$ cat src/rtl/lcd_init_ctrl.sv
// HD44780 character-LCD sequencer: power-up wait, fixed 8-bit init list, then paced user byte writes.
// Define LCD_RESET_SEQ_EN to prepend the three 0x30 reset-by-instruction commands.
module lcd_init_ctrl #(
    parameter int unsigned POWERUP_CYCLES   = 2000000,
    parameter int unsigned FUNC_CYCLES      = 1950,
    parameter int unsigned CMD_CYCLES       = 1850,
    parameter int unsigned CLEAR_CYCLES     = 76500,
    parameter int unsigned DATA_CYCLES      = 2150,
    parameter int unsigned E_PULSE_CYCLES   = 25,
    parameter int unsigned RST_WAIT1_CYCLES = 205000,
    parameter int unsigned RST_WAIT2_CYCLES = 5000
) (
    input  logic       CLK,
    input  logic       RESET,
    input  logic       WR_VALID,
    input  logic       WR_RS,
    input  logic [7:0] WR_DATA,
    output logic       WR_READY,
    output logic       INIT_DONE,
    output logic       LCD_RS,
    output logic       LCD_RW,
    output logic       LCD_E,
    output logic [7:0] LCD_DB
);

    typedef enum logic [2:0] {
        S_POWERUP,
        S_ISSUE,
        S_E_HIGH,
        S_WAIT,
        S_IDLE
    } state_t;

`ifdef LCD_RESET_SEQ_EN
    localparam logic [2:0] LAST_STEP = 3'd6;
`else
    localparam logic [2:0] LAST_STEP = 3'd3;
`endif

    // Every interval is counted down to a terminal count of 1, so zero would never expire.
    if (POWERUP_CYCLES == 0 || FUNC_CYCLES == 0 || CMD_CYCLES == 0 || CLEAR_CYCLES == 0 ||
        DATA_CYCLES == 0 || E_PULSE_CYCLES == 0 || RST_WAIT1_CYCLES == 0 ||
        RST_WAIT2_CYCLES == 0) begin : g_bad_cycles
        $error("lcd_init_ctrl: all cycle parameters must be at least 1");
    end

    function automatic logic [7:0] init_cmd(input logic [2:0] step);
`ifdef LCD_RESET_SEQ_EN
        case (step)
            3'd0, 3'd1, 3'd2: return 8'h30;
            3'd3:             return 8'h38;
            3'd4:             return 8'h0C;
            3'd5:             return 8'h06;
            default:          return 8'h01;
        endcase
`else
        case (step)
            3'd0:    return 8'h38;
            3'd1:    return 8'h0C;
            3'd2:    return 8'h06;
            default: return 8'h01;
        endcase
`endif
    endfunction

    function automatic logic [31:0] init_wait(input logic [2:0] step);
`ifdef LCD_RESET_SEQ_EN
        case (step)
            3'd0:       return RST_WAIT1_CYCLES;
            3'd1:       return RST_WAIT2_CYCLES;
            3'd2:       return CMD_CYCLES;
            3'd3:       return FUNC_CYCLES;
            3'd4, 3'd5: return CMD_CYCLES;
            default:    return CLEAR_CYCLES;
        endcase
`else
        case (step)
            3'd0:       return FUNC_CYCLES;
            3'd1, 3'd2: return CMD_CYCLES;
            default:    return CLEAR_CYCLES;
        endcase
`endif
    endfunction

    // Clear (0x01) and Return Home (0x02/0x03) are the slow instructions.
    function automatic logic [31:0] user_wait(input logic rs, input logic [7:0] db);
        if (rs)
            return DATA_CYCLES;
        else if (db == 8'h01 || db == 8'h02 || db == 8'h03)
            return CLEAR_CYCLES;
        else
            return CMD_CYCLES;
    endfunction

    state_t      state_q, state_d;
    logic [31:0] cnt_q, cnt_d;
    logic [2:0]  step_q, step_d;
    logic [7:0]  lcd_db_q, lcd_db_d;
    logic        lcd_rs_q, lcd_rs_d;
    logic        lcd_e_q, lcd_e_d;
    logic        init_done_q, init_done_d;

    always_ff @(posedge CLK) begin
        if (RESET) begin
            state_q     <= S_POWERUP;
            cnt_q       <= POWERUP_CYCLES;
            step_q      <= 3'd0;
            lcd_db_q    <= 8'h00;
            lcd_rs_q    <= 1'b0;
            lcd_e_q     <= 1'b0;
            init_done_q <= 1'b0;
        end else begin
            state_q     <= state_d;
            cnt_q       <= cnt_d;
            step_q      <= step_d;
            lcd_db_q    <= lcd_db_d;
            lcd_rs_q    <= lcd_rs_d;
            lcd_e_q     <= lcd_e_d;
            init_done_q <= init_done_d;
        end
    end

    always_comb begin
        state_d     = state_q;
        cnt_d       = cnt_q;
        step_d      = step_q;
        lcd_db_d    = lcd_db_q;
        lcd_rs_d    = lcd_rs_q;
        lcd_e_d     = 1'b0;
        init_done_d = init_done_q;

        case (state_q)
            S_POWERUP: begin
                if (cnt_q == 32'd1) begin
                    state_d  = S_ISSUE;
                    step_d   = 3'd0;
                    lcd_db_d = init_cmd(3'd0);
                    lcd_rs_d = 1'b0;
                end else begin
                    cnt_d = cnt_q - 32'd1;
                end
            end
            S_ISSUE: begin
                state_d = S_E_HIGH;
                cnt_d   = E_PULSE_CYCLES;
                lcd_e_d = 1'b1;
            end
            S_E_HIGH: begin
                if (cnt_q == 32'd1) begin
                    state_d = S_WAIT;
                    // The bus is still holding the command, so the user wait is decoded from it.
                    cnt_d   = init_done_q ? user_wait(lcd_rs_q, lcd_db_q) : init_wait(step_q);
                end else begin
                    cnt_d   = cnt_q - 32'd1;
                    lcd_e_d = 1'b1;
                end
            end
            S_WAIT: begin
                if (cnt_q != 32'd1) begin
                    cnt_d = cnt_q - 32'd1;
                end else if (init_done_q) begin
                    state_d = S_IDLE;
                end else if (step_q == LAST_STEP) begin
                    state_d     = S_IDLE;
                    init_done_d = 1'b1;
                end else begin
                    state_d  = S_ISSUE;
                    step_d   = step_q + 3'd1;
                    lcd_db_d = init_cmd(step_q + 3'd1);
                    lcd_rs_d = 1'b0;
                end
            end
            S_IDLE: begin
                if (WR_VALID && init_done_q) begin
                    state_d  = S_ISSUE;
                    lcd_db_d = WR_DATA;
                    lcd_rs_d = WR_RS;
                end
            end
            default: begin
                state_d = S_POWERUP;
                cnt_d   = POWERUP_CYCLES;
                step_d  = 3'd0;
            end
        endcase
    end

    assign WR_READY  = (state_q == S_IDLE) && init_done_q;
    assign INIT_DONE = init_done_q;
    assign LCD_RS    = lcd_rs_q;
    assign LCD_RW    = 1'b0;
    assign LCD_E     = lcd_e_q;
    assign LCD_DB    = lcd_db_q;

endmodule

$ cat config.mk
export PLATFORM = sky130hd
export DESIGN_NAME = lcd_init_ctrl
export DESIGN_NICKNAME = d
export VERILOG_FILES = /design/src/rtl/lcd_init_ctrl.sv
export SDC_FILE = /design/constraint.sdc
export NUM_CORES = 1
export LEC_CHECK = 0
export CAP_MARGIN = 0
export CORE_ASPECT_RATIO = 1.75
export CORE_MARGIN = 10
export CORE_UTILIZATION = 60
export CTS_BUF_LIST = sky130_fd_sc_hd__clkbuf_16
export DETAILED_ROUTE_END_ITERATION = 8
export PLACE_DENSITY_LB_ADDON = 0.12
export SYNTH_ARGS = -nofsm -noshare
export SYNTH_HDL_FRONTEND = slang
export SYNTH_SLANG_ARGS = --single-unit
$ cat constraint.sdc
create_clock -name CLK -period 5.76 [get_ports CLK]
set_clock_uncertainty 0.05 [all_clocks]
set_input_delay 0.864 -clock CLK [delete_from_list [all_inputs] [get_ports CLK]]
set_output_delay 0.864 -clock CLK [all_outputs]
set_load 0.01 [all_outputs]
# Word level (Yosys, flattened, before mapping)
# Index checks and enable logic that the tools add are counted.
dict set report classes {
  add_sub_neg 2
  n_mul 0
  div_mod_pow 0
  order_cmp 0
  n_eq_ne 22
  shifts 0
  n_mux 37
  bitwise 3
  reduce_logical 15
}
# cell n
set ops {}
lappend ops {{$pmux 32 s5} 1}
lappend ops {{$mux 32} 4}
lappend ops {{$mux 8} 5}
lappend ops {{$mux 17} 2}
lappend ops {{$pmux 17 s2} 1}
lappend ops {{$eq 32x1->1 const B} 1}
lappend ops {{$ne 32x1->1 const B} 1}
lappend ops {{$sub 32x1->32 const B} 1}
lappend ops {{$mux 3} 10}
lappend ops {{$pmux 8 s3} 1}
lappend ops {{$pmux 6 s3} 1}
lappend ops {{$eq 8x2->1 const B} 2}
lappend ops {{$ne 2x2->1 const B} 8}
lappend ops {{$eq 3x2->1 const B} 5}
lappend ops {{$pmux 3 s5} 1}
lappend ops {{$eq 3x1->1 const B} 3}
lappend ops {{$logic_not 3->1} 3}
lappend ops {{$pmux 3 s3} 1}
lappend ops {{$eq 8x1->1 const B} 1}
lappend ops {{$mux 1} 8}
lappend ops {{$reduce_and 6->1} 1}
lappend ops {{$reduce_and 5->1} 1}
lappend ops {{$reduce_and 4->1} 1}
lappend ops {{$add 3x1->3 const B} 1}
lappend ops {{other kinds (11)} 15}
dict set report word_totals {
  regBits 49
  latchBits 0
  mem_bits_rw 0
  romBits 0
  inputBits 12
  out_inout_bits 13
  elab_cells 86
  n_memories 0
}

# Logic depth before layout (Yosys ltp)
dict set report depth {
  ltp_word 8
  ltp_mapped 11
  depth_no_buf 8
}

# Least setup slack after synthesis
# Ideal clock, no wire load.
dict set report synth_timing {
  kind {flip-flop to flip-flop}
  startpoint {register cnt_q[9]}
  endpoint {register lcd_db_q[0], in the netlist LCD_DB[0]}
  setup_ns 0.133
  t_arrival_ns 2.756
  t_required_ns 5.577
  path_slack_ns 2.821
  path_stages_with_launch 10
  path_buffers 3
  synth_period_minus_slack_ns 2.939
  path_cell_list {dfxtp_1 buf_6 or4_4 or4_4 buf_6 or3_4 buf_6 a221o_1 a221oi_2 nor3_1}
}
dict set report synth_between {
  elab_chain_cells 3
  elab_cells_between_ends 5
  classes_between {eq/ne: 4; reduce/logical: 1}
}
# element line_no
set synth_lines {}
lappend synth_lines {{from (decl)} 96} ;# logic [31:0] cnt_q, cnt_d;
lappend synth_lines {{from (signal assigned)} 114} ;# cnt_q <= cnt_d;
lappend synth_lines {{$ne 32x1->1 / $eq 32x1->1 (equally long branches)} {159, 134}}
lappend synth_lines {{$ne 2x2->1 (no line)} -}
lappend synth_lines {{$reduce_and 6->1 (no line) (*)} -}
lappend synth_lines {{to (signal assigned)} 116} ;# lcd_db_q <= lcd_db_d;
lappend synth_lines {{to (decl)} 98} ;# logic [7:0] lcd_db_q, lcd_db_d;
# Every way passes the cells marked *; elsewhere a longest branch is shown, timed or not.
# A chain may end at the register's enable or synchronous reset.

# Final worst setup path
dict set report layout_timing {
  startpoint {register cnt_q[0]}
  endpoint {register state_q[0]}
}
dict set report layout_between {
  elab_chain_cells 3
  elab_cells_between_ends 6
  classes_between {eq/ne: 5; reduce/logical: 1}
}
# element line_no
set layout_lines {}
lappend layout_lines {{$ne 32x1->1 / $eq 32x1->1 (equally long branches)} {159, 134, 149}}
lappend layout_lines {{$ne 2x2->1 (no line)} -}
lappend layout_lines {{$reduce_and 4->1 (no line) (*)} -}
lappend layout_lines {{to (signal assigned)} 113} ;# state_q <= state_d;
lappend layout_lines {{to (decl)} 95} ;# state_t state_q, state_d;
# Marked as above.

==> run metrics <==
worst hold stages=2; die width=74.3 um; Die Area=about 8500 sq um; Area Growth Syn to Fin=10.0%; Place WS=2260 ps; Worst-Margin Slew=1080 ps; cts repair resizes=0; PortBufs=23; CP required=5940 ps; Die Y=115 um; placed cells=between 400 and 500; post-CTS setup buffers=0; final std cells w/o fill=about 460; Setup crit end kind=flip-flop; FP Rows=34; DR vias=3082; ant diodes=0; # setup viols final=0; first drt pass iteration count=5; Rel. slew slack=~27%; Synthesized Nets=between 400 and 500; cell count after synthesis=399; share of layout cells above drive strength 1=7.44%; largest net degree at the start of global routing=31; final wirelength=8880 um; Synth Warn #=0; cell taking the most area after synthesis=dfxtp_1; # Max-Cap Violations=0; first-pass GRT wire length=roughly 15000 um; cell area power density=221 nW/um^2; Longest Clk Path Bufs=2; HPWL Detailed=6590 um; dominant synthesized flop cell=dfxtp_1; critical path type=flip-flop to flip-flop; Leak Pwr=1.19 nW; routed wire length per instance=19.4 um; CP arrival=3800 ps; hold buffer count at CTS=0; Design Area, Final=3400 sq um; Fillers=432; GP Congestion=0.936; top fanout value on the critical path=18; Final Critical Period=roughly 3600 ps; Yosys cell types=66; RSZ-0062 raised after global routing=no; initial antenna violation count=0; setup TNS=0 ps; f_max=between 200 and 300 MHz; syn_area_per_cell=just under 8 sq um; Mapped Area=approximately 3100 sq um; clock sinks=49; Final Hold Viols=0; starting density of the core=62.1%; FFs w/ async S/R, synth=0%; vias in the first global route=3066; overflow left after global routing=0; Vias/cell=6.74; outcome=completed; final worst slack=2140 ps; Iter 0 DRT Violations=281; Root Driver=clkbuf_16; VDD IR max=around 0.22 mV; drt drc=0; Reg2Reg Depth=7; register area share after synthesis=31.7%; H-tree depth=2; final antenna-violating net count=0; CTS Buf Count=5; worst min path class=flip-flop to flip-flop; gr usage total=21.2%; CTS tree=yes; core area=4980 sq um; Placement Cell Area=around 3300 sq um; post-synthesis register bit count=49; Total Nets Final=423; Synth area leaders=dfxtp_1 32%, nor2_1 6.0%, a21oi_1 4.2%, ha_1 3.6%, nand2_1 3.6%; Post-synth EDFFs=0; Yosys top cell area share=31.7%; I/O pins=25; Tcrit/Tclk final=roughly 63%; synth cell count leaders=49 x dfxtp_1, 49 x nor2_1, 30 x nand2_1, 26 x a21oi_1, 23 x clkbuf_1; Worst-path clk slew=70 ps; pins over their slew limit=0; Setup crit start kind=flip-flop; Clock Latency Late Sink=~290 ps
## placed cells by master, fill, tap and decap left out, types with 4 or more instances in the layout
cell             netlist  layout
a211oi_1               4       4
a21oi_1               26      26
a31oi_1                6       6
and2_1                 4       4
clkbuf_16              0       5
clkdlybuf4s50_1        0      23
dfxtp_1               49      49
ha_1                   9       9
inv_1                 11      13
nand2_1               30      30
nand2b_1               5       5
nand3_1               13      13
nor2_1                49      49
nor3_1                20      20
nor4_1                13      13
o211ai_1               4       4
o21ai_0               19      19
o31ai_1                5       5
or2_2                 10      10
or3_1                 12      12
or4_1                 10      10
xnor2_1                9       9
## metal layers
layer	part of all wire (%)	global-route usage, %	wire length [um]	vias to the layer above
li1	-	-	-	1475
met1	36	21.1	3200	1427
met2	52	36.8	4640	142
met3	6.0	5.00	531	38
met4	5.6	15.2	498	0
met5	0	0	0	-
## logic make-up after synthesis
| group | share of synthesized area [%] |
|---|---|
| adder cells (fa/ha/maj) | 4.29 |
| AO/OA/AOI/OAI | 22.8 |
| XOR/XNOR | 3.40 |
| AND/OR/NAND/NOR | 31.0 |
| other | 0.121 |
| buffers and inverters | 5.99 |
| flip-flops | 31.7 |
| multiplexers | 0.648 |
## critical path: stages, from the launching register on
cell       delay, ps
dfxtp_1          450
ha_1             190
or4b_1           490
or3_1            490
nor3_2           830
nor2_1           420
a2111oi_0        510
a21o_1           130
## flip-flops by register name, indices dropped and copies added, names as in the netlist
name	cells
INIT_DONE	1
LCD_DB	8
LCD_E	1
LCD_RS	1
cnt_q	32
state_q	3
step_q	3
## path summary, 6_finish.rpt
path / startpoint / to / slack (ps)
min: LCD_DB[5] / LCD_DB[5] / 430
max: cnt_q[0] / state_q[0] / 2140
min reg2reg: LCD_DB[5] / LCD_DB[5] / 430
max reg2reg: cnt_q[0] / state_q[0] / 2140
## layout make-up
class	instances	area, sq um	area share [%]
inverter	11	41.3	1.21
multi-input combinational	310	1920	56.6
tap	54	67.6	1.99
sequential	49	981	28.9
timing repair buffer	25	245	7.21
clock buffer	5	125	3.68
clock inverter	3	15.0	0.442
## report_power, final
group | total (mW) | switching, mW | internal [mW]
Clock | 0.288 | 0.130 | 0.158
Combinational | 0.0995 | 0.0561 | 0.0434
Sequential | 0.366 | 0.0145 | 0.351
Total | 0.753 | 0.200 | 0.553
## per-stage QoR
stage                     hold slack, ps  power, mW  utilization, %
after global placement               398      0.467            65.5
final                                426      0.753            68.3
after CTS                            431      0.748            68.3
after detailed placement             420      0.469            65.5
after floorplan                      402      0.442               -
after global routing                 454      0.779            68.3
(Power assumes the default switching activity.)
